### config.mk
export PLATFORM = sky130hd
export DESIGN_NAME = fetch_unit
export DESIGN_NICKNAME = d
export VERILOG_FILES = /design/src/rtl/cpu_params.sv /design/src/rtl/fetch_unit.sv
export SDC_FILE = /design/constraint.sdc
export NUM_CORES = 1
export LEC_CHECK = 0
export ABC_AREA = 1
export CELL_PAD_IN_SITES_DETAIL_PLACEMENT = 1
export CELL_PAD_IN_SITES_GLOBAL_PLACEMENT = 1
export CORE_UTILIZATION = 40
export DETAILED_ROUTE_END_ITERATION = 7
export DONT_BUFFER_PORTS = 1
export PLACE_DENSITY = 0.74
export SYNTH_ARGS = -nofsm -noshare
export SYNTH_HDL_FRONTEND = slang
export SYNTH_SLANG_ARGS = --single-unit
export TNS_END_PERCENT = 50
### constraint.sdc
create_clock -name clk -period 2.9 [get_ports clk]
set_input_delay 0.435 -clock clk [delete_from_list [all_inputs] [get_ports clk]]
set_output_delay 0.435 -clock clk [all_outputs]
set_load 0.01 [all_outputs]
### src/rtl/cpu_params.sv
// rtl/cpu_params.sv - shared CPU front-end types and helpers
package cpu_params;

  localparam logic [31:0] PC_STEP = 32'd4;

  typedef struct packed {
    logic [31:0] pc;
    logic [31:0] inst;
  } fetch_pkt_t;

  typedef enum logic [1:0] {REQ, WAIT, HOLD, DISCARD} fetch_state_t;

  function automatic logic [31:0] align_pc(input logic [31:0] addr);
    return {addr[31:2], 2'b00};
  endfunction

endpackage

### src/rtl/fetch_unit.sv
// rtl/fetch_unit.sv - single-outstanding instruction fetch feeding the instruction queue
module fetch_unit
  import cpu_params::*;
#(
  parameter logic [31:0] RESET_PC = 32'h1eceb000
) (
  input  logic        clk,
  input  logic        rst,
  input  logic        backend_flush,
  input  logic [31:0] backend_redirect_pc,
  output logic [31:0] imem_addr,
  output logic [3:0]  imem_rmask,
  input  logic [31:0] imem_rdata,
  input  logic        imem_resp,
  output logic        fifo_valid,
  input  logic        fifo_ready,
  output logic [31:0] fifo_pc,
  output logic [31:0] fifo_inst,
  output logic        fifo_flush
);

  fetch_state_t state, state_n;
  logic [31:0]  pc, pc_n, pc_inc;
  logic [31:0]  hold_inst, hold_n;
  logic         issue;
  fetch_pkt_t   pkt;

  assign pc_inc = pc + PC_STEP;

  always_comb begin
    state_n    = state;
    pc_n       = pc;
    hold_n     = hold_inst;
    issue      = 1'b0;
    imem_addr  = pc;
    fifo_valid = 1'b0;
    pkt        = '{pc: pc, inst: hold_inst};

    case (state)
      REQ: begin
        issue   = 1'b1;
        state_n = WAIT;
      end
      WAIT: begin
        if (imem_resp) begin
          fifo_valid = 1'b1;
          pkt.inst   = imem_rdata;
          // Push and next read share the response cycle, giving zero bubbles.
          if (fifo_ready) begin
            issue     = 1'b1;
            imem_addr = pc_inc;
            pc_n      = pc_inc;
          end else begin
            hold_n  = imem_rdata;
            state_n = HOLD;
          end
        end
      end
      HOLD: begin
        fifo_valid = 1'b1;
        if (fifo_ready) begin
          issue     = 1'b1;
          imem_addr = pc_inc;
          pc_n      = pc_inc;
          state_n   = WAIT;
        end
      end
      DISCARD: begin
        if (imem_resp) state_n = REQ;
      end
      default: state_n = REQ;
    endcase

    // A read still in flight must be absorbed before the redirected fetch starts.
    if (backend_flush) begin
      issue      = 1'b0;
      fifo_valid = 1'b0;
      pc_n       = align_pc(backend_redirect_pc);
      hold_n     = '0;
      state_n    = (((state == WAIT) || (state == DISCARD)) && !imem_resp) ? DISCARD : REQ;
    end

    if (rst) begin
      issue      = 1'b0;
      fifo_valid = 1'b0;
    end
  end

  assign imem_rmask = issue ? 4'hF : 4'h0;
  assign fifo_flush = backend_flush & ~rst;
  assign fifo_pc    = pkt.pc;
  assign fifo_inst  = pkt.inst;

  always_ff @(posedge clk) begin
    if (rst) begin
      state     <= REQ;
      pc        <= RESET_PC;
      hold_inst <= '0;
    end else begin
      state     <= state_n;
      pc        <= pc_n;
      hold_inst <= hold_n;
    end
  end

endmodule
# Word-level counts from Yosys, hierarchy flattened
# Cells that the tools add are included.
# totals
reg_bits	66
input_bits	69
wordCells	45
# op_classes
addsub	1
n_eq_ne	7
n_mux	23
bitwise_logic	3
reduce_logical	7
# ops
op	count
two-way mux 32 bit	5
one-hot mux 32 bit (2 select lines)	1
adder 32 x 3 -> 32 bit (second input constant)	1
two-way mux 2 bit	6
inequality test 3 bit (second input constant)	4
one-hot mux 2 bit (4 select lines)	1
two-way mux 1 bit	7
equality test 2 bit (second input constant)	2
two-way mux 4 bit	1
AND reduction 4 bit	1
one-hot mux 1 bit (3 select lines)	1
AND reduction 3 bit	1
equality test 2 x 1 -> 1 bit (second input constant)	1
zero test 2 bit	1
inverter 1 bit	2
one-hot mux 1 bit (2 select lines)	1
OR reduction 2 bit	1
AND 1 bit	1
logical AND 1 bit	1
zero test 1 bit	1
logical OR 1 bit	1

# Logic depth before layout (Yosys ltp)
# Gate-level depths: netlist of the first run.
# logic_depth
ltp_word	6
depth_mapped	12

# Worst setup path before layout of the first run
# OpenSTA, ideal clock, no wires.
# synth_path
kind	reg2out
startpoint	register state[0]
endpoint	output port imem_addr[8]
t_arrival_ns	1.592
required_time_ns	2.465
setup_slack_ns	0.873
stages_incl_launch_ff	11
path_buffers	0
path_cell_list	dfxtp_1 -> inv_1 -> ha_1 -> inv_2 -> a21oi_4 -> o21ai_2 -> a21oi_2 -> nand2_1 -> nand2_1 -> o21a_1 -> inv_1
# synth_between
elab_chain_cells	2
elab_cells_between_ends	3
classes_between	eq/ne (2); mux (1)
# synth_lines
item	line_no	source
start, declared	fetch_unit.sv:22	fetch_state_t state, state_n;
start signal, assigned	fetch_unit.sv:100	state <= state_n;
equality test 2 bit or equality test 2 x 1 -> 1 bit (tied branches)	fetch_unit.sv:39	case (state)
one-hot mux 32 bit (2 select lines) (*)	fetch_unit.sv:39	
end, declared	fetch_unit.sv:11	output logic [31:0] imem_addr,
# Mark *: on every way between the ends. The rest lies on a longest branch, timed or not.

# Worst setup path after layout of the first run
# layout_path
startpoint	register state[1]
endpoint	output port imem_addr[8]
# Same word-level chain as after synthesis.

==> impl_metrics.csv, run 1 <==
group,metric,value,unit
global_route,antenna_found_initial,1,
global_route,grt_max_degree,65,
yosys,synth_warnings,0,
yosys,syn_area,0.00404,mm2
sta,min_period,2.68,ns
yosys,seq_area_frac_synth,31.7,%
floorplanning,die_w,102,um
drt,antenna_left,0,
yosys,synthDominantCellAreaShare,31.7,%
drt,wirelength,12.3,mm
min_path,hold_class,"input port to register",
yosys,synth_common_cells,"nand2_1, inv_1, o21ai_0",
clock_tree,clk_pin_slew,0.08,ns
clock_tree,clk_latency,0.35,ns
critical_path,critPathCaptureType,"output pin",
power,p_per_area,542,mW/mm2
drt,drc,0,
run_status,status,"completed",
yosys,ys_ff_latch,64,
drt,vias,4076,
yosys,synth.area.top_cells,"dfxtp_1, nand2_1, o21ai_0",
critical_path,cp.arrival,2.25,ns
yosys,syn_area_per_cell,6.25,um2
power,max-vdd-ir-drop,0.293,mV
placed_design,portBuffers,0,
clock_tree,clockBufferDepth,2,
yosys,synthArstFlopShare,0,%
sta,worstMarginPinSlew,0.551,ns
critical_path,worst-setup-path-type,"register to output pin",
sta,max_slew_margin,62.9,%
drt,viasPerCell,5.29,
drt,wire_per_inst,16.0,um
cells_and_area,drive_gt1_share,9.91,%
critical_path,cp.required,2.47,ns
power,leakagePower,1.83,nW
clock_tree,clock_sinks,64,
yosys,synth_most_common_cell,"nand2_1",
yosys,synth-edff-count,0,
yosys,synthFlopType,"dfxtp_1",
drt,drt_iter0_drc,136,
critical_path,worstSetupStartpointType,"register",
clock_tree,htree_levels,3,
sta,period_share,92.6,%
sta,finalHoldViolCount,0,
floorplanning,ios,171,
sta,setup_tns,0,ns
global_route,grt_pass1_wl,19.0,mm
global_route,grt_pass1_vias,3948,
yosys,yosys.area.top_type,"dfxtp_1",
floorplanning,rows,36,
cells_and_area,fin_util,44.9,%
sta,drv_slew,0,
floorplanning,die_area,0.0105,mm2
floorplanning,initial_core_util,41.3,%
yosys,ys_types,43,
clock_tree,tritoncts,"yes",
placed_design,gp_congestion,0.833,
global_route,grt_usage,23.5,%
sta,rsz0062_at_grt,"no",
run,cap_viol_max_count,0,
sta,max_freq,373,MHz
clock_tree,cts_hold_buffers,0,
floorplanning,die_y,102,um
floorplanning,core,0.00977,mm2
critical_path,path_max_fanout,8,
drt,first_pass_iters,6,
cells_and_area,final_nets,705,
sta,setup_violations,0,
cells_and_area,syn_to_final_growth,8.62,%
global_route,grt_overflow,0,
clock_tree,cts_buffers,9,
clock_tree,cts_root_buf,"clkbuf_8",
yosys,netlist_instances,646,
sta,skew,0.0102,ns
placed_design,hpwl,9.40,mm
-- layout by cell type (no fill, tap or decap), types with 2 or more instances in the layout --
master     netlist  layout
clkbuf_8         0       9
nor2_4           1       2
or2_2            3       3
nor3_1           4       4
o31ai_2          3       4
o21ai_2          2       2
a22o_1           4       4
nand4_1         10      10
nand2_2          4       3
inv_2            6       6
ha_1             5       3
dfxtp_1         64      62
conb_1           1       4
nor2_2           7       8
a22oi_1          2       2
o21a_1           2       2
nand3_1         31      31
inv_6            0       2
dfxtp_2          0       2
buf_4           10       4
nor2_1          37      35
buf_12           0       2
bufinv_16        0       3
ha_2             0       2
inv_1          101     100
nand2_4          0       2
o21ai_1          8       8
and2_1           2       2
nand3_2          3       3
a21oi_2          2       2
o21ai_0         85      85
o211ai_1         5       5
nand2_1        163     162
a21oi_1         43      43
-- worst paths after layout --
check / startpoint / to / slack, ns / cells past startpoint
max reg2reg: state[1]$_SDFFE_PP0P_ / fifo_pc[10]$_SDFF_PP0_ / 0.77 / 11
min reg2reg: hold_inst[28]$_SDFFE_PP0P_ / hold_inst[28]$_SDFFE_PP0P_ / 0.45 / 2
max: state[1]$_SDFFE_PP0P_ / imem_addr[8] / 0.22 / 10
min: rst / state[1]$_SDFFE_PP0P_ / 0.14 / 1
-- flip-flops by register name, indices dropped and copies added (netlist names) --
register and flops:
state 2, fifo_pc 30, hold_inst 32
-- per-stage QoR --
| stage | total power, mW | worst slack (ns) | cells | hold WS, ns | area (um2) |
|---|---|---|---|---|---|
| global placement | 1.40 | 0.386 | 753 | 0.434 | 4120 |
| detailed placement | 1.42 | 0.319 | 753 | 0.443 | 4120 |
| global route | 2.50 | 0.0129 | 770 | 0.123 | 4380 |
| floorplan | 1.32 | 0.873 | 649 | 0.425 | 4050 |
| finish | 2.38 | 0.216 | 770 | 0.138 | 4380 |
| CTS | 2.40 | 0.00776 | 769 | 0.127 | 4360 |
-- layout make-up --
class / instances / area (um2)
antenna: 1 / 2.50
inverter: 107 / 403
multi-input combinational: 443 / 2220
sequential: 64 / 1280
clock buffer: 10 / 128
timing repair buffer: 6 / 70.1
tap: 133 / 166
fill: 1337 / 5390
clock inverter: 6 / 115
-- where the power goes --
part	leakage [nW]	switching (mW)	internal, mW
Clock	0.118	0.395	0.578
Combinational	1.19	0.294	0.116
Sequential	0.524	0.0731	0.920
-- worst max-delay path: stages, from the launching register on --
cell and delay, ns:
dfxtp_1 0.39, inv_1 0.09, ha_2 0.45, inv_2 0.11, a21oi_4 0.19, o21ai_2 0.14
a21oi_2 0.16, nand2_1 0.09, nand2_1 0.06, o21a_1 0.13, inv_1 0.08
-- routing by layer --
layer / track usage, % / wire length (um) / vias to the layer above
met3: 6.57 / 867 / 17
li1: - / - / 2029
met1: 26.9 / 5190 / 1905
met5: 0 / 0 / -
met4: 8.68 / 235 / 0
met2: 41.5 / 6010 / 125
-- logic make-up (layout without fill, tap and decap cells) --
logic type | count (synthesis) | in the layout | synth area share (%)
AOI/OAI and AO/OA | 165 | 165 | 23.1
adders and majority gates | 5 | 5 | 1.55
DFF | 64 | 64 | 31.7
xor gates and xnor gates | 1 | 1 | 0.217
other | 1 | 5 | 0.0929
buffers and inverters | 142 | 129 | 14.4
and+or+nand+nor | 268 | 268 | 28.9
-- timing repair --
item                       CTS  global route
resized for setup            2             6
setup buffers                0             0
setup endpoints to repair   24             7
Note: power is estimated with default switching activity, not from simulation.
==> run 2: changes to the inputs <==
--- a/config.mk
+++ b/config.mk
@@ -8,6 +8,7 @@
 export ABC_AREA = 1
 export CELL_PAD_IN_SITES_DETAIL_PLACEMENT = 1
 export CELL_PAD_IN_SITES_GLOBAL_PLACEMENT = 1
+export CORE_MARGIN = 4
 export CORE_UTILIZATION = 40
 export DETAILED_ROUTE_END_ITERATION = 7
 export DONT_BUFFER_PORTS = 1
==> run 2 against run 1 <==
Worst hold slack improved by 0.019 ns; final area fell by 0.88%; sequential share of layout area grew 0.26 points; flip-flop and latch count did not move; sequential power about the same; total power shrank 7.2%; count of clock-buffer cells in the layout up 1; clock power decreased by 19%; highest routed layer unchanged; critical path depth down 1.
==> impl_metrics.csv, run 2 (synthesis results as in run 1) <==
group,metric,value,unit
drt,viasPerCell,5.34,
critical_path,max_stage_delay,0.39,ns
placed_design,gp_congestion,0.838,
power,p_comb_share,19.3,%
critical_path,worstSetupStartpointType,"register",
cells_and_area,drive_gt1_share,10.2,%
cells_and_area,finalNonFillerCells,773,
cells_and_area,top_register,"hold_inst",
critical_path,reg2reg_depth,9,
power,max-vdd-ir-drop,0.235,mV
floorplanning,die_area,0.0118,mm2
floorplanning,die_w,108,um
floorplanning,ios,171,
cells_and_area,layout_commonest_cell,"nand2_1",
critical_path,cp.required,2.47,ns
global_route,grt_pass1_vias,4182,
power,p_per_area,507,mW/mm2
drt,wirelength,12.9,mm
sta,finalHoldViolCount,0,
power,power_frac_seq,45.0,%
min_path,hold_class,"input port to register",
critical_path,cp-endpoint,"imem_addr[9]",
critical_path,critPathTopFamily,"compound AO/OA/AOI/OAI gates",
placed_design,hpwl,9.65,mm
drt,antenna_left,0,
sta,min_period,2.70,ns
drt,drc,0,
floorplanning,rows,36,
critical_path,slowest_stage,"dfxtp_1",
drt,wire_per_inst,16.6,um
critical_path,worstReg2RegEnd,"hold_inst[0]$_SDFFE_PP0P_",
sta,max_freq,371,MHz
power,leakagePower,1.83,nW
run,cap_viol_max_count,0,
drt,first_pass_iters,5,
critical_path,reg2reg_slack,0.68,ns
cells_and_area,final_nets,709,
critical_path,path_max_fanout,8,
critical_path,critPathCaptureType,"output pin",
clock_tree,cts_buffers,9,
sta,setup_tns,0,ns
clock_tree,clk_latency,0.34,ns
sta,skew,0.0131,ns
cells_and_area,largest_reg_flops,32,
clock_tree,tritoncts,"yes",
critical_path,cp.arrival,2.26,ns
critical_path,worst-setup-path-type,"register to output pin",
sta,worstMarginPinSlew,0.646,ns
placed_design,portBuffers,0,
cells_and_area,syn_to_final_growth,7.66,%
sta,period_share,93.0,%
cells_and_area,final_cell_mix,"nand2_1, inv_1, o21ai_0",
clock_tree,clk_pin_slew,0.07,ns
power,clkPwrFrac,35.8,%
global_route,grt_usage,21.9,%
clock_tree,cts_root_buf,"clkbuf_8",
global_route,grt_pass1_wl,20.6,mm
drt,drt_iter0_drc,103,
global_route,grt_max_degree,67,
critical_path,path_depth,9,
critical_path,path_buf_inv,3,
power,swShare,33.7,%
floorplanning,die_y,108,um
power,switchingPower,0.742,mW
sta,setup_violations,0,
critical_path,path_cells,"inv_1 > ha_4 > inv_2 > a21oi_4 > o21ai_2 > inv_2 > o21ai_0 > o21ai_1 > o31ai_1",
floorplanning,core,0.00982,mm2
clock_tree,htree_levels,3,
critical_path,worstReg2RegStart,"state[1]$_SDFFE_PP0P_",
global_route,grt_overflow,0,
clock_tree,clockBufferDepth,2,
placed_design,dp.cells,755,
critical_path,critPathLaunch,"state[0]$_SDFFE_PP0P_",
global_route,antenna_found_initial,0,
cells_and_area,diodes,0,
sta,drv_slew,0,
floorplanning,initial_core_util,41.1,%
drt,vias,4128,
run_status,status,"completed",
power,internal_power,1.46,mW
sta,rsz0062_at_grt,"no",
critical_path,crit_path_frequent_cell,"inv_2",
clock_tree,clock_sinks,64,
sta,max_slew_margin,56.8,%
==> run 2: power groups by stage <==
stage                     clock [mW]  combinational (mW)  sequential (mW)
after floorplan                    0               0.334            0.990
after global placement             0               0.397             1.01
after detailed placement           0               0.415             1.01
after CTS                      0.813               0.420            0.990
after global routing           0.853               0.484            0.998
final                          0.788               0.425            0.991
==> run 2: cell type report <==
| cell class | instances | area [um2] |
|---|---|---|
| fillers | 1361 | 5470 |
| well taps | 133 | 166 |
| flip-flops and latches | 64 | 1280 |
| multi-input cells | 443 | 2220 |
| repair buffers | 10 | 75.1 |
| clock buffers | 11 | 141 |
| clock inverters | 5 | 56.3 |
| inverters | 107 | 402 |
==> run 2: worst reg2reg max path, cell delays in order, from the launching register on <==
cell	delay, ns
dfxtp_1	0.34
inv_1	0.13
ha_2	0.29
nand2_2	0.11
inv_1	0.06
buf_4	0.45
nand2_2	0.09
buf_4	0.32
o21ai_0	0.25
a21oi_1	0.06
==> run 2: worst min-delay path by stage <==
stage          cells after the start  slack (ns)                       start                         end
3_5_place_dp                       2        0.44   hold_inst[3]$_SDFFE_PP0P_   hold_inst[3]$_SDFFE_PP0P_
5_1_grt                            1        0.14                         rst       state[0]$_SDFFE_PP0P_
6_report                           1        0.16                         rst       state[0]$_SDFFE_PP0P_
2_1_floorplan                      2        0.42   hold_inst[0]$_SDFFE_PP0P_   hold_inst[0]$_SDFFE_PP0P_
3_3_place_gp                       2        0.43  hold_inst[28]$_SDFFE_PP0P_  hold_inst[28]$_SDFFE_PP0P_
4_1_cts                            1        0.14                         rst       state[0]$_SDFFE_PP0P_
==> run 2: metrics by stage <==
step	hold slack, ns	cell area, um2	power [mW]	utilization (%)	worst slack [ns]
global route	0.142	4350	2.33	44.3	0.0156
global placement	0.432	4110	1.41	41.8	0.422
detailed placement	0.441	4110	1.43	41.8	0.339
CTS	0.135	4310	2.22	43.9	0.0347
floorplan	0.425	4050	1.32	-	0.873
finish	0.157	4350	2.20	44.3	0.204
==> run 2: repair_timing <==
| item | CTS | global route |
|---|---|---|
| hold buffers | 0 | 0 |
| resized for setup | 2 | 5 |
| buffers inserted | 0 | 2 |
| setup endpoints to repair | 2 | 11 |
==> run 2: layer usage <==
layer | up-vias | share of wire, % | routed length, um | GRT usage [%]
met4 | 0 | 1.2 | 157 | 5.14
met2 | 138 | 49 | 6300 | 37.9
met1 | 1933 | 41 | 5240 | 25.6
li1 | 2041 | - | - | -
met3 | 16 | 9.1 | 1160 | 8.12
met5 | - | 0 | 0 | 0
